===== config.mk =====
export PLATFORM = sky130hd
export DESIGN_NAME = program_loader
export DESIGN_NICKNAME = d
export VERILOG_FILES = /design/src/rtl/program_loader_pkg.sv /design/src/rtl/program_loader_halfword_assembler.sv /design/src/rtl/program_loader.sv
export SDC_FILE = /design/constraint.sdc
export NUM_CORES = 1
export LEC_CHECK = 0
export BUFFER_PORTS_ARGS = -buffer_cell sky130_fd_sc_hd__buf_2
export CAP_MARGIN = 20
export CORE_MARGIN = 10
export CORE_UTILIZATION = 40
export DETAILED_ROUTE_END_ITERATION = 10
export GPL_TIMING_DRIVEN = 0
export HOLD_SLACK_MARGIN = 0.08
export PLACE_DENSITY_LB_ADDON = 0.3
export SLEW_MARGIN = 15
export SYNTH_ARGS = -nofsm -noshare
export SYNTH_HDL_FRONTEND = slang
export SYNTH_SLANG_ARGS = --single-unit
export TNS_END_PERCENT = 20

===== constraint.sdc =====
create_clock -name clk -period 5.9 [get_ports clk]
set_input_delay 1.77 -clock clk [delete_from_list [all_inputs] [get_ports clk]]
set_output_delay 1.77 -clock clk [all_outputs]
set_load 0.02 [all_outputs]

===== src/rtl/program_loader_pkg.sv =====
// -----------------------------------------------------------------------------
// program_loader_pkg
//   Shared definitions for the instruction-cache download path. The icache and
//   the loader both import the geometry defaults, so the two always agree on
//   the number of cells and the address width.
//   Contents:
//     DEFAULT_DEPTH      number of 16-bit icache cells (max instruction count)
//     DEFAULT_ADDR_W     width of the icache write address
//     DEFAULT_SYNC_BYTE  frame start marker
//     loader_state_t     loader FSM state encoding
//     is_idle_like()     true for the states that accept a start pulse
// -----------------------------------------------------------------------------
package program_loader_pkg;

    localparam int         DEFAULT_DEPTH     = 1000;
    localparam int         DEFAULT_ADDR_W    = 10;
    localparam logic [7:0] DEFAULT_SYNC_BYTE = 8'hA5;

    typedef enum logic [3:0] {
        ST_IDLE    = 4'd0,
        ST_SYNC    = 4'd1,
        ST_LEN_HI  = 4'd2,
        ST_LEN_LO  = 4'd3,
        ST_DATA_HI = 4'd4,
        ST_DATA_LO = 4'd5,
        ST_CHK     = 4'd6,
        ST_DONE    = 4'd7,
        ST_ERROR   = 4'd8
    } loader_state_t;

    // States in which the loader is not consuming a frame and a start pulse
    // (re)arms it.
    function automatic logic is_idle_like(input loader_state_t s);
        return (s == ST_IDLE) || (s == ST_DONE) || (s == ST_ERROR);
    endfunction

endpackage


===== src/rtl/program_loader_halfword_assembler.sv =====
// -----------------------------------------------------------------------------
// halfword_assembler
//   Byte-to-halfword datapath of the program loader. Latches the high byte of
//   an instruction, joins it with the low byte into a big-endian 16-bit word
//   and emits that word with a single-cycle word_valid one cycle after the
//   low byte is accepted. Also keeps the running XOR checksum of the frame.
//   Ports:
//     clk         system clock
//     rst         synchronous, active-high reset
//     clear       start of a new frame: zero high byte and checksum
//     byte_valid  byte_data is valid this cycle
//     byte_data   received byte
//     load_hi     current byte is an instruction high byte
//     load_lo     current byte is an instruction low byte (emit word)
//     accumulate  current byte contributes to the checksum
//     word_valid  1-cycle pulse, word holds a complete instruction
//     word        assembled instruction {hi, lo}
//     checksum    XOR of all accumulated bytes so far
// -----------------------------------------------------------------------------
module halfword_assembler (
    input  logic        clk,
    input  logic        rst,
    input  logic        clear,
    input  logic        byte_valid,
    input  logic [7:0]  byte_data,
    input  logic        load_hi,
    input  logic        load_lo,
    input  logic        accumulate,
    output logic        word_valid,
    output logic [15:0] word,
    output logic [7:0]  checksum
);

    logic [7:0]  hi_q,         hi_d;
    logic [15:0] word_q,       word_d;
    logic        word_valid_q, word_valid_d;
    logic [7:0]  checksum_q,   checksum_d;

    always_comb begin
        // NOTE: every signal gets its hold value first, so no path through
        // this block leaves one unassigned and no latch is inferred.
        hi_d         = hi_q;
        word_d       = word_q;
        word_valid_d = 1'b0;
        checksum_d   = checksum_q;

        if (clear) begin
            hi_d       = 8'h00;
            checksum_d = 8'h00;
        end else if (byte_valid) begin
            if (load_hi) begin
                hi_d = byte_data;
            end
            if (load_lo) begin
                word_d       = {hi_q, byte_data};
                word_valid_d = 1'b1;
            end
            if (accumulate) begin
                checksum_d = checksum_q ^ byte_data;
            end
        end
    end

    // NOTE: state updates use non-blocking assignments so every flop samples
    // the pre-edge values regardless of statement order.
    always_ff @(posedge clk) begin
        if (rst) begin
            hi_q         <= 8'h00;
            word_q       <= 16'h0000;
            word_valid_q <= 1'b0;
            checksum_q   <= 8'h00;
        end else begin
            hi_q         <= hi_d;
            word_q       <= word_d;
            word_valid_q <= word_valid_d;
            checksum_q   <= checksum_d;
        end
    end

    assign word_valid = word_valid_q;
    assign word       = word_q;
    assign checksum   = checksum_q;

endmodule


===== src/rtl/program_loader.sv =====
// -----------------------------------------------------------------------------
// program_loader
//   Writer side of the instruction-cache download port. Consumes a framed byte
//   stream  SYNC, LEN_HI, LEN_LO, LEN x {INS_HI, INS_LO}, CHK  and writes each
//   big-endian instruction into the icache at consecutive indices starting at
//   0. CHK is the XOR of every byte after SYNC. The core is held while a frame
//   is loading and stays held if the frame fails.
//   Ports:
//     clk                system clock
//     rst                synchronous, active-high reset
//     start              1-cycle pulse, arms the loader (from IDLE/DONE/ERROR)
//     byte_valid         byte_data valid this cycle
//     byte_data          received byte
//     download_program   icache write enable, 1-cycle pulse per instruction
//     instruction_index  icache write address
//     instruction        icache write data
//     cpu_hold           core/icache hold, high from arming until DONE
//     busy               high while a frame is being consumed
//     done               frame loaded and checksum matched (until next start)
//     error              bad length or checksum mismatch (until next start)
// -----------------------------------------------------------------------------
module program_loader
    import program_loader_pkg::*;
#(
    parameter int         DEPTH     = DEFAULT_DEPTH,
    parameter int         ADDR_W    = DEFAULT_ADDR_W,
    parameter logic [7:0] SYNC_BYTE = DEFAULT_SYNC_BYTE
) (
    input  logic              clk,
    input  logic              rst,
    input  logic              start,
    input  logic              byte_valid,
    input  logic [7:0]        byte_data,
    output logic              download_program,
    output logic [ADDR_W-1:0] instruction_index,
    output logic [15:0]       instruction,
    output logic              cpu_hold,
    output logic              busy,
    output logic              done,
    output logic              error
);

    localparam logic [15:0] DEPTH_W = 16'(DEPTH);

    loader_state_t     state_q,  state_d;
    logic [7:0]        len_hi_q, len_hi_d;
    logic [15:0]       len_q,    len_d;
    logic [ADDR_W-1:0] count_q,  count_d;

    logic        asm_clear;
    logic        asm_load_hi;
    logic        asm_load_lo;
    logic        asm_accumulate;
    logic        word_valid;
    logic [15:0] word;
    logic [7:0]  checksum;

    logic [15:0] len_w;
    logic [15:0] count_next_w;

    halfword_assembler u_assembler (
        .clk        (clk),
        .rst        (rst),
        .clear      (asm_clear),
        .byte_valid (byte_valid),
        .byte_data  (byte_data),
        .load_hi    (asm_load_hi),
        .load_lo    (asm_load_lo),
        .accumulate (asm_accumulate),
        .word_valid (word_valid),
        .word       (word),
        .checksum   (checksum)
    );

    // Length as it stands once the low length byte arrives.
    assign len_w = {len_hi_q, byte_data};

    // Number of writes that will have happened once the word whose low byte
    // is arriving now has been written. The previous word's pulse always
    // retires (and bumps count_q) before the next low byte can arrive.
    assign count_next_w = 16'(count_q) + 16'd1;

    always_comb begin
        state_d        = state_q;
        len_hi_d       = len_hi_q;
        len_d          = len_q;
        // The write address advances on the cycle after each write pulse.
        count_d        = count_q + {{(ADDR_W-1){1'b0}}, word_valid};
        asm_clear      = 1'b0;
        asm_load_hi    = 1'b0;
        asm_load_lo    = 1'b0;
        asm_accumulate = 1'b0;

        unique case (state_q)
            ST_IDLE, ST_DONE, ST_ERROR: begin
                // start wins over a concurrent byte; bytes are ignored here.
                if (start) begin
                    asm_clear = 1'b1;
                    len_hi_d  = 8'h00;
                    len_d     = 16'h0000;
                    count_d   = '0;
                    state_d   = ST_SYNC;
                end
            end

            ST_SYNC: begin
                if (byte_valid && (byte_data == SYNC_BYTE)) begin
                    state_d = ST_LEN_HI;
                end
            end

            ST_LEN_HI: begin
                if (byte_valid) begin
                    len_hi_d       = byte_data;
                    asm_accumulate = 1'b1;
                    state_d        = ST_LEN_LO;
                end
            end

            ST_LEN_LO: begin
                if (byte_valid) begin
                    len_d          = len_w;
                    asm_accumulate = 1'b1;
                    if (len_w == 16'h0000) begin
                        state_d = ST_CHK;
                    end else if (len_w > DEPTH_W) begin
                        state_d = ST_ERROR;
                    end else begin
                        state_d = ST_DATA_HI;
                    end
                end
            end

            ST_DATA_HI: begin
                if (byte_valid) begin
                    asm_load_hi    = 1'b1;
                    asm_accumulate = 1'b1;
                    state_d        = ST_DATA_LO;
                end
            end

            ST_DATA_LO: begin
                if (byte_valid) begin
                    asm_load_lo    = 1'b1;
                    asm_accumulate = 1'b1;
                    state_d        = (count_next_w == len_q) ? ST_CHK : ST_DATA_HI;
                end
            end

            ST_CHK: begin
                if (byte_valid) begin
                    state_d = (byte_data == checksum) ? ST_DONE : ST_ERROR;
                end
            end

            default: begin
                state_d = ST_IDLE;
            end
        endcase
    end

    always_ff @(posedge clk) begin
        if (rst) begin
            state_q  <= ST_IDLE;
            len_hi_q <= 8'h00;
            len_q    <= 16'h0000;
            count_q  <= '0;
        end else begin
            state_q  <= state_d;
            len_hi_q <= len_hi_d;
            len_q    <= len_d;
            count_q  <= count_d;
        end
    end

    assign download_program  = word_valid;
    assign instruction       = word;
    assign instruction_index = count_q;

    // Status is a pure function of the registered state: DONE and ERROR hold
    // until the next start, which makes done/error sticky, and ERROR keeps the
    // core held so a partial program never runs.
    assign busy     = !is_idle_like(state_q);
    assign cpu_hold = (state_q != ST_IDLE) && (state_q != ST_DONE);
    assign done     = (state_q == ST_DONE);
    assign error    = (state_q == ST_ERROR);

endmodule


== Yosys cells after proc, flatten, opt, wreduce, memory -nomap -nowiden ==
Cells that the tools add are included.

* Register bits after elaboration: 71
* Bits of input ports: 12
* Output and inout bits: 31
* Word-level logic and storage cells: 80

* Add/sub/neg operators: 2
* $lt $le $gt $ge: 1
* Eq/ne operators: 19
* Muxes and demuxes: 27
* Bitwise gates (word level): 3
* Reduce and logical (&&, ||, !) cells: 20

{| class="wikitable"
|+ Operators by type and width
! operator !! count
|-
| $mux W4 || 10
|-
| $mux W16 || 2
|-
| $pmux W16 S2 || 1
|-
| $pmux W4 S7 || 1
|-
| $mux W10 || 2
|-
| $eq A11 B16 Y1 || 1
|-
| $eq A4 B3 Y1 const B || 4
|-
| $gt A16 B10 Y1 const B || 1
|-
| $logic_not A16 Y1 || 1
|-
| $mux W8 || 2
|-
| $pmux W8 S2 || 1
|-
| $ne A2 B2 Y1 const B || 7
|-
| $add A10 B1 Y11 const B || 1
|-
| $add A10 B1 Y10 || 1
|-
| $reduce_and A3 Y1 || 3
|-
| $eq A4 B2 Y1 const B || 2
|-
| $eq A8 B8 Y1 || 1
|-
| $eq A8 B8 Y1 const B || 1
|-
| $xor A8 B8 Y8 || 1
|-
| $mux W1 || 7
|-
| $reduce_and A7 Y1 || 1
|-
| $reduce_or A3 Y1 || 2
|-
| $eq A4 B1 Y1 const B || 1
|-
| $eq A4 B4 Y1 const B || 1
|-
| other kinds (12) || 17
|}

== Logic depth before layout (Yosys ltp) ==
Gate-level depths: netlist of the first run.

* Word-level depth: 5
* Depth in mapped cells: 9
* Gate-level depth less buffers: 7

== Hierarchy ==
Synthesis of the first run repeated with hierarchy kept, for this count alone.

* Cell total of the unflattened synthesis: 444
* Area total of the unflattened synthesis: 3784.9 sq um

{| class="wikitable"
|+ Modules (own cells, without submodules)
! module !! instances !! cells an instance !! area each (sq um) !! sequential area each (sq um)
|-
| program_loader || 1 || 287 || 2255.9 || 760.7
|-
| halfword_assembler || 1 || 157 || 1529.0 || 660.6
|}

== Worst setup path before layout of the first run ==
No wires, ideal clock.

* Kind: input to register
* From: input port byte_data[3]
* To: register state_q[1]
* Setup time: 0.069 ns
* Data arrival time: 3.616 ns
* Required time: 5.831 ns
* Slack: 2.215 ns
* Stages on the path: 7
* Path buffers: 1
* Cell sequence: buf_2 -> or4_4 -> o31ai_2 -> o221ai_2 -> a211oi_2 -> or4b_1 -> o21ai_1

* Longest elaborated chain between the ends: 4
* Elaborated cells on any way between the ends: 11
* Those cells by class: 3 x eq/ne; 5 x mux; 3 x reduce/logical

{| class="wikitable"
|+ Ends and longest elaborated chain
! item !! RTL line !! source
|-
| start, declared || program_loader.sv:33 || <nowiki>input logic [7:0] byte_data,</nowiki>
|-
| $eq A8 B8 Y1 (tied with other cells) || program_loader.sv:152 || <nowiki>state_d = (byte_data == checksum) ? ST_DONE : ST_ERROR;</nowiki>
|-
| $mux W4 (tied with other cells) || program_loader.sv:152 ||
|-
| $mux W4 (tied with other cells) || program_loader.sv:151 || <nowiki>if (byte_valid) begin</nowiki>
|-
| $pmux W4 S7 / $reduce_and A7 Y1 (equally long branches) || - ||
|-
| end signal, assigned || program_loader.sv:169 || <nowiki>state_q <= state_d;</nowiki>
|-
| end, declared || program_loader.sv:45 || <nowiki>loader_state_t state_q, state_d;</nowiki>
|}

Parallel ways exist; a longest one is shown, timed or not. The select of a mux whose other input is x is not followed.
A chain may end at the register's enable or synchronous reset.

== Worst setup path after layout of the first run ==
Same ends and word-level chain as after synthesis.

==> summary.txt, run 1 <==
OUTCOME
--------------------------------------------------------------------------------------------------------
Status                                                                                         completed

DETAILED ROUTING
--------------------------------------------------------------------------------------------------------
Routed vias/inst                                                                                    5.27
Detailed Routing Iterations Pass 1                                                                     5
Antenna violation net count after detailed routing                                                     0
Sum of routed wire length over all layers                                                        8.56 mm
Post-route DRC                                                                                         0
Detailed-route via count                                                                           3,093
Final routed wire length divided by cell count                                                   14.6 um
1st-iter DRT viols                                                                                   213

WORST HOLD PATH
--------------------------------------------------------------------------------------------------------
Worst Hold Class                                                                            flip-flop to flip-flop
Launch instance of the worst min-delay path                                                    len_q[13]

TIMING
--------------------------------------------------------------------------------------------------------
RSZ-0062 raised after global routing                                                               false
Achievable frequency                                                                             276 MHz
Number of slew-limit violations in the final report                                                    0
Max-slew headroom at the worst pin                                                                 0.432
Measured slew at the worst slew-check pin                                                       0.850 ns
# setup viols final                                                                                    0
Final setup skew                                                                               0.0161 ns
Total count of hold-check failures in the final report                                                 0
Tmin final                                                                                       3.62 ns
Final sum of negative setup slack                                                                   0 ns
Part of the cycle the worst path needs                                                             0.614

SYNTHESIS
--------------------------------------------------------------------------------------------------------
Gate Count Post-Synth                                                                                432
Number of flops mapped to enable cells by yosys                                                        0
Number of warning messages in the yosys log                                                            0
Synth top cells by count                                                                    sky130_fd_sc_hd__nand2_1, sky130_fd_sc_hd__dfxtp_1, sky130_fd_sc_hd__a21oi_1, sky130_fd_sc_hd__nor2_1, sky130_fd_sc_hd__nand3_1
Async S/R FF share, synth                                                                              0
Most common cell in the netlist                                                             sky130_fd_sc_hd__nand2_1
Area contributors post-synth                                                                sky130_fd_sc_hd__dfxtp_1, sky130_fd_sc_hd__nand2_1, sky130_fd_sc_hd__a21oi_1
Distinct cell type count after synthesis                                                              52
Synth Net Count                                                                                      447
Cell taking the most area after synthesis                                                   sky130_fd_sc_hd__dfxtp_1
Most used flip-flop cell after synthesis                                                    sky130_fd_sc_hd__dfxtp_1
Flops & latches, synth                                                                                71
Mean area per synthesized cell                                                                7.89 sq um
Post-synth design cell area                                                                   3410 sq um
Post-synth top area share                                                                          0.417
Register area share after synthesis                                                                0.417

PWR
--------------------------------------------------------------------------------------------------------
Switching power summed over all nets                                                              421 uW
Worst IR drop on VDD                                                                            0.132 mV
Sequential cell fraction of total power                                                            0.391
Internal power                                                                                    884 uW
Power density normalized to cell area                                                        329 nW/um^2
Total leakage power                                                                           0.00143 uW
Switching share of power                                                                           0.323
Combinational power share                                                                          0.236
Total power consumption of the routed design                                                     1310 uW
Fraction of power consumed by the clock network                                                    0.374

FINISH
--------------------------------------------------------------------------------------------------------
Net total in the final layout                                                                        492
Multi-input gate area                                                                         1820 sq um
Filler Cells Inserted                                                                                821
Area used by sequential logic in the layout                                                   1420 sq um
Number of antenna repair diodes                                                                        0
Fraction of layout instances using a drive strength above 1                                        0.141
Layout overhead on the synthesized area                                                            16.6%

FLOW RUN
--------------------------------------------------------------------------------------------------------
Count of max-cap constraint violations                                                                 0

GLOBAL ROUTE
--------------------------------------------------------------------------------------------------------
Wire length of the first global-routing pass                                                     14.3 mm
GRT Total Usage                                                                                    0.135
Largest net degree at the start of global routing                                                     14
Number of antenna violations at the first check in global routing                                      0
Gr ovfl total                                                                                          0
Via count of the first global-routing pass                                                         2,993

SETUP PATH
--------------------------------------------------------------------------------------------------------
Top fanout value on the critical path                                                                  8
CP startpoint kind                                                                          primary input
Type of the worst setup path                                                                primary input to flip-flop
Required time reported for the critical path endpoint                                            6.17 ns
Worst setup path startpoint                                                                 byte_data[3]
RR Startpoint                                                                                 state_q[1]
Setup crit end kind                                                                            flip-flop
Worst path arrival time                                                                          3.89 ns

CLOCKING
--------------------------------------------------------------------------------------------------------
Sink Count                                                                                            71
Post-CTS clock slew at the launch and capture registers of the worst setup and hold paths        0.07 ns
Number of buffers on the longest clock path                                                            2
TritonCTS clock tree                                                                                 yes
Number of resized instances in the post-cts repair step                                                0
Clock latency reported for the late side of the worst-skew pair                                  0.35 ns
CTS Buf Count                                                                                          9
CTS H-Tree Depth                                                                                       3
CTS root buf                                                                                sky130_fd_sc_hd__clkbuf_8
Hold-fix buffer count after cts                                                                        0
Post-CTS Repair Setup Buffers                                                                          0

FLOORPLANNING
--------------------------------------------------------------------------------------------------------
Die H                                                                                             112 um
Count of standard-cell rows                                                                           33
Die width                                                                                         112 um
Die area                                                                                    12,600 sq um
IO Pins                                                                                               43
Initial standard-cell utilization of the core                                                      0.413
Core Area                                                                                     8260 sq um

PLACED DESIGN
--------------------------------------------------------------------------------------------------------
Placed wire-length estimate                                                                      6.16 mm
Final weighted congestion of routability-driven global placement                                   0.873
Number of buffers inserted by port buffering                                                          34

[power groups by stage]
stage	registers (uW)	logic [uW]	clock network, uW
6_report	510	308	488
5_1_grt	512	341	518
3_3_place_gp	521	297	0
2_1_floorplan	518	228	0
3_5_place_dp	521	300	0
4_1_cts	510	301	494
[worst paths after layout]
check | endpoint | slack (ns) | depth (start not counted)
setup / recovery | state_q[1] | 2.28 | 7
hold / removal | len_q[13] | 0.45 | 2
setup reg to reg | instruction_index[9] | 3.44 | 8
hold reg to reg | len_q[13] | 0.45 | 2
[cell type report]
class                   instances  area share
well taps                     105      0.0331
clock inverters                 6      0.0293
inverters                       9     0.00850
multi-input cells             319       0.459
clock buffers                  10      0.0346
repair buffers                 34      0.0428
flip-flops and latches         71       0.358
plain buffers                  33      0.0353
[critical path, cell delays in order]
cell	delay, ns
sky130_fd_sc_hd__buf_2	0.18
sky130_fd_sc_hd__or4_4	0.54
sky130_fd_sc_hd__o31ai_2	0.28
sky130_fd_sc_hd__o221ai_2	0.20
sky130_fd_sc_hd__a211oi_2	0.31
sky130_fd_sc_hd__or4b_1	0.47
sky130_fd_sc_hd__o21ai_1	0.12
[sequential cells by signal, summed over array words and instances, names as in the netlist]
signal / count
instruction_index: 10
len_hi_q: 8
len_q: 16
state_q: 4
u_assembler.checksum: 8
u_assembler.hi_q: 8
u_assembler.word: 16
u_assembler.word_valid: 1
[layer usage]
metal / track usage / wire length, um / up-vias
met1: 0.171 / 4070 / 1451
met5: 0 / 0 / -
li1: - / - / 1557
met4: 0.0558 / 99 / 0
met3: 0.0351 / 514 / 7
met2: 0.213 / 3870 / 78
[layout by cell type, fill, tap and decap left out, types with 3 or more instances in the layout]
cell type and n:
sky130_fd_sc_hd__mux2i_1 11, sky130_fd_sc_hd__inv_1 8, sky130_fd_sc_hd__o21ai_1 3, sky130_fd_sc_hd__xor2_1 14
sky130_fd_sc_hd__nor2_1 43, sky130_fd_sc_hd__and3_1 5, sky130_fd_sc_hd__dfxtp_1 71, sky130_fd_sc_hd__clkbuf_1 25
sky130_fd_sc_hd__buf_2 41, sky130_fd_sc_hd__o21ai_0 4, sky130_fd_sc_hd__nor3_1 8, sky130_fd_sc_hd__ha_1 3
sky130_fd_sc_hd__o21a_1 5, sky130_fd_sc_hd__nand2_1 81, sky130_fd_sc_hd__nand3_1 31, sky130_fd_sc_hd__or4_1 4
sky130_fd_sc_hd__nand4_1 4, sky130_fd_sc_hd__bufinv_16 3, sky130_fd_sc_hd__xnor2_1 20, sky130_fd_sc_hd__clkbuf_8 10
sky130_fd_sc_hd__a21oi_1 45
[metrics by stage]
step | area (sq um) | worst slack, ns | cells | util | hold WS, ns
after detailed placement | 3710 | 1.93 | 571 | 0.449 | 0.442
final | 3970 | 2.28 | 587 | 0.481 | 0.452
after floorplan | 3410 | 2.22 | 432 | - | 0.426
after global routing | 3970 | 2.21 | 587 | 0.481 | 0.470
after global placement | 3710 | 1.95 | 571 | 0.449 | 0.436
after CTS | 3970 | 2.28 | 587 | 0.480 | 0.453
[logic make-up after synthesis]
| family | count (synthesis) | share of synthesized area |
|---|---|---|
| flip-flops | 71 | 0.417 |
| XOR/XNOR | 34 | 0.0873 |
| buffers and inverters | 42 | 0.0510 |
| multiplexers | 11 | 0.0323 |
| AND/OR/NAND/NOR | 196 | 0.267 |
| adder cells (fa/ha/maj) | 3 | 0.0110 |
| AO/OA/AOI/OAI | 75 | 0.135 |
(Power assumes the default switching activity.)
==> run 2: changes to the inputs <==
--- a/config.mk
+++ b/config.mk
@@ -5,6 +5,7 @@
 export SDC_FILE = /design/constraint.sdc
 export NUM_CORES = 1
 export LEC_CHECK = 0
+export ABC_AREA = 1
 export BUFFER_PORTS_ARGS = -buffer_cell sky130_fd_sc_hd__buf_2
 export CAP_MARGIN = 20
 export CORE_MARGIN = 10
==> constraint.sdc (replaced) <==
create_clock -name clk -period 3 [get_ports clk]
set_input_delay 0.9 -clock clk [delete_from_list [all_inputs] [get_ports clk]]
set_output_delay 0.9 -clock clk [all_outputs]
set_load 0.02 [all_outputs]
==> summary.txt, run 2 <==
SETUP PATH
--------------------------------------------------------------------------------------------------------
Required time reported for the critical path endpoint                                            2.10 ns   -4.07 ns
Setup crit end kind                                                                           output pin
Worst path arrival time                                                                          1.44 ns   -2.45 ns
Top fanout value on the critical path                                                                  6   -2
Type of the worst setup path                                                                flip-flop to output pin
CP startpoint kind                                                                             flip-flop

PWR
--------------------------------------------------------------------------------------------------------
Worst IR drop on VDD                                                                            0.548 mV   +310%
Total leakage power                                                                           0.00179 uW   +25%
Total power consumption of the routed design                                                     3570 uW   +170%
Power density normalized to cell area                                                        838 nW/um^2   +160%

FLOORPLANNING
--------------------------------------------------------------------------------------------------------
Die area                                                                                    13,600 sq um   +7.8%
Die width                                                                                         117 um   +3.8%
IO Pins                                                                                               43   unchanged
Count of standard-cell rows                                                                           35   +6.1%
Core Area                                                                                     9150 sq um   +11%
Initial standard-cell utilization of the core                                                      0.408   -0.00495
Die H                                                                                             117 um   +3.8%

FINISH
--------------------------------------------------------------------------------------------------------
Leading cell types in the layout, fill and taps excluded                                    sky130_fd_sc_hd__nand2_1, sky130_fd_sc_hd__dfxtp_1, sky130_fd_sc_hd__a21oi_1
Area used by sequential logic in the layout                                                   1420 sq um   unchanged
Most common library cell in the layout ignoring fill and taps                               sky130_fd_sc_hd__nand2_1
Core occupancy in the finished layout                                                              0.465   -0.0160
Layout overhead on the synthesized area                                                            14.0%
Number of antenna repair diodes                                                                        0   unchanged
Fraction of layout instances using a drive strength above 1                                        0.167   +0.0259
Net total in the final layout                                                                        597   +21%
Multi-input gate area                                                                         1900 sq um   +4.0%
Filler Cells Inserted                                                                                902   +9.9%

CLOCKING
--------------------------------------------------------------------------------------------------------
Sink Count                                                                                            71   unchanged
CTS root buf                                                                                sky130_fd_sc_hd__clkbuf_8
CTS H-Tree Depth                                                                                       3   unchanged
Post-CTS clock slew at the launch and capture registers of the worst setup and hold paths        0.08 ns   about the same
TritonCTS clock tree                                                                                 yes
Number of buffers on the longest clock path                                                            2   unchanged
Hold-fix buffer count after cts                                                                        0   unchanged
Number of resized instances in the post-cts repair step                                                0   unchanged
Clock latency reported for the late side of the worst-skew pair                                  0.35 ns   about the same
CTS Buf Count                                                                                          9   unchanged
Post-CTS Repair Setup Buffers                                                                          0   unchanged

SYNTHESIS
--------------------------------------------------------------------------------------------------------
Synth Net Count                                                                                      553   +24%
Most used flip-flop cell after synthesis                                                    sky130_fd_sc_hd__dfxtp_1
Gate Count Post-Synth                                                                                538   +25%
Distinct cell type count after synthesis                                                              34   -35%
Number of warning messages in the yosys log                                                            0   unchanged
Most common cell in the netlist                                                             sky130_fd_sc_hd__nand2_1
Post-synth design cell area                                                                   3730 sq um   +9.5%
Async S/R FF share, synth                                                                              0   unchanged
Number of flops mapped to enable cells by yosys                                                        0   unchanged
Post-synth top area share                                                                          0.381   -0.0362
Area contributors post-synth                                                                sky130_fd_sc_hd__dfxtp_1, sky130_fd_sc_hd__nand2_1, sky130_fd_sc_hd__a21oi_1
Register area share after synthesis                                                                0.381   -0.0362
Flops & latches, synth                                                                                71   unchanged
Mean area per synthesized cell                                                                6.94 sq um   -12%
Synth top cells by count                                                                    sky130_fd_sc_hd__nand2_1, sky130_fd_sc_hd__dfxtp_1, sky130_fd_sc_hd__a21oi_1, sky130_fd_sc_hd__nor2_1, sky130_fd_sc_hd__inv_1
Cell taking the most area after synthesis                                                   sky130_fd_sc_hd__dfxtp_1

DETAILED ROUTING
--------------------------------------------------------------------------------------------------------
Detailed-route via count                                                                           3,465   +12%
Antenna violation net count after detailed routing                                                     0   unchanged
Final routed wire length divided by cell count                                                   13.2 um   -9.6%
Detailed Routing Iterations Pass 1                                                                     4   -1
Post-route DRC                                                                                         0   unchanged
Sum of routed wire length over all layers                                                        9.20 mm   +7.5%
Routed vias/inst                                                                                    4.96   -5.8%
1st-iter DRT viols                                                                                   168   -21%

TIMING
--------------------------------------------------------------------------------------------------------
Total count of hold-check failures in the final report                                                 0   unchanged
# setup viols final                                                                                    0   unchanged
Measured slew at the worst slew-check pin                                                       0.708 ns   -0.143 ns
Max-slew headroom at the worst pin                                                                 0.528   +0.0963
Tmin final                                                                                       2.34 ns
Number of slew-limit violations in the final report                                                    0   unchanged
Achievable frequency                                                                             428 MHz
RSZ-0062 raised after global routing                                                               false
Final sum of negative setup slack                                                                   0 ns   unchanged
Final setup skew                                                                              0.00742 ns   -0.00864 ns
Part of the cycle the worst path needs                                                             0.779

GLOBAL ROUTE
--------------------------------------------------------------------------------------------------------
Wire length of the first global-routing pass                                                     15.2 mm   +5.8%
Number of antenna violations at the first check in global routing                                      0   unchanged
Gr ovfl total                                                                                          0   unchanged
Largest net degree at the start of global routing                                                     14   unchanged
Via count of the first global-routing pass                                                         3,251   +8.6%
GRT Total Usage                                                                                    0.140   +0.00531

PLACED DESIGN
--------------------------------------------------------------------------------------------------------
Number of buffers inserted by port buffering                                                          33   -2.9%
Placed wire-length estimate                                                                      6.97 mm   +13%
Final weighted congestion of routability-driven global placement                                   0.882   +1.1%

OUTCOME
--------------------------------------------------------------------------------------------------------
Status                                                                                         completed

WORST HOLD PATH
--------------------------------------------------------------------------------------------------------
Worst Hold Class                                                                            flip-flop to flip-flop

FLOW RUN
--------------------------------------------------------------------------------------------------------
Count of max-cap constraint violations                                                                 0   unchanged

-- run 2: changes by cell type after synthesis, moves of 11 or more --
cell                       change
sky130_fd_sc_hd__a21oi_1      +14
sky130_fd_sc_hd__clkbuf_1     -16
sky130_fd_sc_hd__clkinv_1     +14
sky130_fd_sc_hd__inv_1        +44
sky130_fd_sc_hd__mux2i_1      -11
sky130_fd_sc_hd__nand2_1      +66
sky130_fd_sc_hd__nor2_1       +11
sky130_fd_sc_hd__nor3_2       +16
-- run 2: stage by stage --
stage | instances | hold WS [ns] | area, sq um | setup slack (ns)
after global placement | 682 | 0.448 | 4040 | 0.508
after floorplan | 538 | 0.442 | 3730 | 1.02
after CTS | 698 | 0.463 | 4260 | 0.675
final | 698 | 0.462 | 4260 | 0.662
after detailed placement | 682 | 0.450 | 4040 | 0.466
after global routing | 698 | 0.472 | 4260 | 0.599
-- run 2: final timing paths --
kind	cells after the start	to	from	slack (ns)
max reg2reg	7	u_assembler.hi_q[3]	state_q[0]	0.92
max	4	busy	state_q[0]	0.66
min	2	u_assembler.word[5]	u_assembler.word[5]	0.46
min reg2reg	2	u_assembler.word[5]	u_assembler.word[5]	0.46
-- run 2: final cells by class --
cell class	count	share of cell area
multi-input combinational	372	0.445
sequential	71	0.334
inverter	68	0.0599
timing repair buffer	33	0.0388
buffer	27	0.0379
tap	111	0.0326
clock buffer	9	0.0291
clock inverter	7	0.0226
-- run 2: cells by family (layout without fill, tap and decap cells) --
kind of cell             after synthesis  after routing  share of synthesized area
AO/OA/AOI/OAI                         83             83                      0.129
flip-flops                            71             71                      0.381
adder cells (fa/ha/maj)                3              3                     0.0101
buffers and inverters                 95            144                      0.112
AND/OR/NAND/NOR                      272            272                      0.336
XOR/XNOR                              14             14                     0.0328
-- run 2: critical path: stages, from the launching register on --
cell,delay [ns]
sky130_fd_sc_hd__dfxtp_1,0.47
sky130_fd_sc_hd__nand2_2,0.13
sky130_fd_sc_hd__o21ai_4,0.28
sky130_fd_sc_hd__inv_2,0.05
sky130_fd_sc_hd__buf_2,0.16
-- run 2: report_power, final --
group          internal, uW  switching (uW)
sequential             1100            95.0
clock                   471             386
combinational           591             922
total                  2170            1400
-- run 2: routing by layer --
metal  up-vias  share of wire  routed length, um  global-route usage
li1       1787              -                  -                   -
met2        69           0.46               4240               0.229
met1      1599           0.47               4300               0.169
met5         -              0                  0                   0
met4         0          0.013                117              0.0486
met3        10          0.059                543              0.0483
==> run 3: changes to the inputs <==
==> constraint.sdc (replaced) <==
create_clock -name clk -period 1.9 [get_ports clk]
set_input_delay 0.57 -clock clk [delete_from_list [all_inputs] [get_ports clk]]
set_output_delay 0.57 -clock clk [all_outputs]
set_load 0.02 [all_outputs]
==> summary.txt, run 3 (same netlist as run 2, synthesis figures left out) <==
TIMING
--------------------------------------------------------------------------------------------------------
Total count of hold-check failures in the final report                                                 0   unchanged
Tmin final                                                                                       1.84 ns
RSZ-0062 raised after global routing                                                               false
Max-slew headroom at the worst pin                                                                 0.534   +0.00593
Final setup skew                                                                              0.00823 ns   +0.000811 ns
Achievable frequency                                                                             542 MHz
# setup viols final                                                                                    0   unchanged
Part of the cycle the worst path needs                                                             0.971
Measured slew at the worst slew-check pin                                                       0.699 ns   -0.00889 ns
Number of slew-limit violations in the final report                                                    0   unchanged

FLOORPLANNING
--------------------------------------------------------------------------------------------------------
Die width                                                                                         117 um   unchanged
Die H                                                                                             117 um   unchanged
IO Pins                                                                                               43   unchanged
Die area                                                                                    13,600 sq um   unchanged
Initial standard-cell utilization of the core                                                      0.408   unchanged
Count of standard-cell rows                                                                           35   unchanged
Core Area                                                                                     9150 sq um   unchanged

PLACED DESIGN
--------------------------------------------------------------------------------------------------------
Number of buffers inserted by port buffering                                                          33   unchanged
Final weighted congestion of routability-driven global placement                                   0.882   unchanged
Placed wire-length estimate                                                                      6.97 mm   unchanged
Placement Cell Area                                                                           4040 sq um   unchanged

CLOCKING
--------------------------------------------------------------------------------------------------------
TritonCTS clock tree                                                                                 yes
Post-CTS clock slew at the launch and capture registers of the worst setup and hold paths        0.08 ns   about the same
CTS Buf Count                                                                                          9   unchanged
Sink Count                                                                                            71   unchanged
CTS H-Tree Depth                                                                                       3   unchanged
CTS root buf                                                                                sky130_fd_sc_hd__clkbuf_8
Hold-fix buffer count after cts                                                                        0   unchanged
Number of buffers on the longest clock path                                                            2   unchanged
Clock latency reported for the late side of the worst-skew pair                                  0.35 ns   about the same

DETAILED ROUTING
--------------------------------------------------------------------------------------------------------
Post-route DRC                                                                                         0   unchanged
Sum of routed wire length over all layers                                                        9.34 mm   +1.5%
Routed vias/inst                                                                                    4.99   +0.49%
WL met1                                                                                          4.27 mm   -0.70%
1st-iter DRT viols                                                                                   164   -2.4%
Met3 routed WL                                                                                    660 um   +22%
Detailed Routing Iterations Pass 1                                                                     4   unchanged
Met2 wirelength from detailed routing                                                            4.28 mm   +0.94%
Uppermost layer routed                                                                              met4
Final routed wire length divided by cell count                                                   13.4 um   +1.5%
Detailed-route via count                                                                           3,482   +0.49%
Antenna violation net count after detailed routing                                                     0   unchanged

SETUP PATH
--------------------------------------------------------------------------------------------------------
CP startpoint kind                                                                             flip-flop
Most repeated library cell on the critical path                                             sky130_fd_sc_hd__inv_2
Setup crit end kind                                                                           output pin
Worst path cell trace                                                                       inv_2 -> nand2_4 -> o21ai_4 -> inv_2 -> buf_2
Crit path buffers/inverters                                                                            3   +1
Type of the worst setup path                                                                flip-flop to output pin
Worst path arrival time                                                                          1.27 ns   -0.17 ns
Top fanout value on the critical path                                                                  4   -2
Longest individual stage delay on the worst path                                                 0.35 ns   -0.12 ns
Crit-path leading delay family                                                                flip-flops
Standard cell with the maximum stage delay on the critical path                             sky130_fd_sc_hd__dfxtp_2
Required time reported for the critical path endpoint                                            1.33 ns   -0.77 ns

PWR
--------------------------------------------------------------------------------------------------------
Internal power                                                                                   3460 uW   +60%
Combinational power share                                                                          0.427   +0.003
Total leakage power                                                                           0.00181 uW   +0.70%
Fraction of power consumed by the clock network                                                    0.238   -0.002
Power density normalized to cell area                                                       1320 nW/um^2   +58%
Switching power summed over all nets                                                             2250 uW   +60%
Worst IR drop on VDD                                                                            0.807 mV   +47%
Total power consumption of the routed design                                                     5710 uW   +60%
Switching share of power                                                                           0.394   +0.00113
Sequential cell fraction of total power                                                            0.335   about the same

WORST HOLD PATH
--------------------------------------------------------------------------------------------------------
Worst Hold Class                                                                            flip-flop to flip-flop

GLOBAL ROUTE
--------------------------------------------------------------------------------------------------------
Largest net degree at the start of global routing                                                     14   unchanged
Via count of the first global-routing pass                                                         3,254   +0.092%
GRT Total Usage                                                                                    0.141   +0.000214
Wire length of the first global-routing pass                                                     15.2 mm   +0.13%
Gr ovfl total                                                                                          0   unchanged
Number of antenna violations at the first check in global routing                                      0   unchanged

FINISH
--------------------------------------------------------------------------------------------------------
Leading cell types in the layout, fill and taps excluded                                    sky130_fd_sc_hd__nand2_1, sky130_fd_sc_hd__dfxtp_1, sky130_fd_sc_hd__a21oi_1
Net total in the final layout                                                                        597   unchanged
Post-layout instance area                                                                     4310 sq um   +1.3%
Most common library cell in the layout ignoring fill and taps                               sky130_fd_sc_hd__nand2_1
Number of antenna repair diodes                                                                        0   unchanged
Fraction of layout instances using a drive strength above 1                                        0.198   +0.0307
Layout overhead on the synthesized area                                                            15.5%

FLOW RUN
--------------------------------------------------------------------------------------------------------
Count of max-cap constraint violations                                                                 0   unchanged

OUTCOME
--------------------------------------------------------------------------------------------------------
Status                                                                                         completed

run 3: changes by cell type in the layout (fill, tap and decap cells not counted), moves of 2 or more:
| cell | before | now |
|---|---|---|
| sky130_fd_sc_hd__dfxtp_1 | 71 | 64 |
| sky130_fd_sc_hd__nor2_2 | 1 | 4 |
| sky130_fd_sc_hd__dfxtp_2 | 0 | 6 |
| sky130_fd_sc_hd__nand2_1 | 147 | 145 |
| sky130_fd_sc_hd__nor2_4 | 0 | 3 |
| sky130_fd_sc_hd__nor2_1 | 54 | 48 |
run 3: layout make-up:
cell class / instances / area (sq um)
Fill cell: 906 / 4840
Multi-Input combinational cell: 372 / 1940
Sequential cell: 71 / 1430
Inverter: 68 / 256
Timing Repair Buffer: 34 / 173
Buffer: 26 / 158
Tap cell: 111 / 139
Clock buffer: 9 / 124
Clock inverter: 7 / 96.3
run 3: power by group through the flow:
stage / clock, uW / combinational, uW / sequential, uW
final: 1360 / 2440 / 1910
after global routing: 1440 / 2750 / 1940
after detailed placement: 0 / 2390 / 1930
after global placement: 0 / 2320 / 1920
after floorplan: 0 / 1970 / 1890
after CTS: 1380 / 2410 / 1890
run 3: routing by layer:
| layer | global-route usage | vias up |
|---|---|---|
| met5 | 0 | - |
| met4 | 0.0486 | 0 |
| met3 | 0.0483 | 13 |
| met2 | 0.229 | 82 |
| met1 | 0.169 | 1599 |
| li1 | - | 1788 |
run 3: timing repair:
item                                    4_1_cts  5_1_grt
setup buffers                                 0        1
pin swaps                                     0        2
endpoints found under the setup margin       12       48
resized for setup                             3       19
run 3: worst reg2reg max path: cells and delay by family (launching register included):
family                 cells  cell delay (ns)
buffers and inverters      2             0.38
flip-flops                 1             0.36
AND/OR/NAND/NOR            7             0.89
run 3: through the flow:
stage	TNS [ns]	cells	hold slack [ns]	worst slack, ns	util
after global placement	-3.72	682	0.448	-0.262	0.441
after floorplan	0	538	0.442	0.232	-
after global routing	0	698	0.472	0.000984	0.471
after CTS	-0.0488	698	0.463	-0.0488	0.466
after detailed placement	-4.39	682	0.450	-0.304	0.441
final	0	698	0.461	0.0551	0.471
run 3: worst paths after layout:
path,start,to,slack (ns),depth (start not counted)
min,u_assembler.word[12],u_assembler.word[12],0.46,2
max,state_q[3],busy,0.06,5
min reg2reg,u_assembler.word[12],u_assembler.word[12],0.46,2
max reg2reg,state_q[2],len_hi_q[3],0.13,9
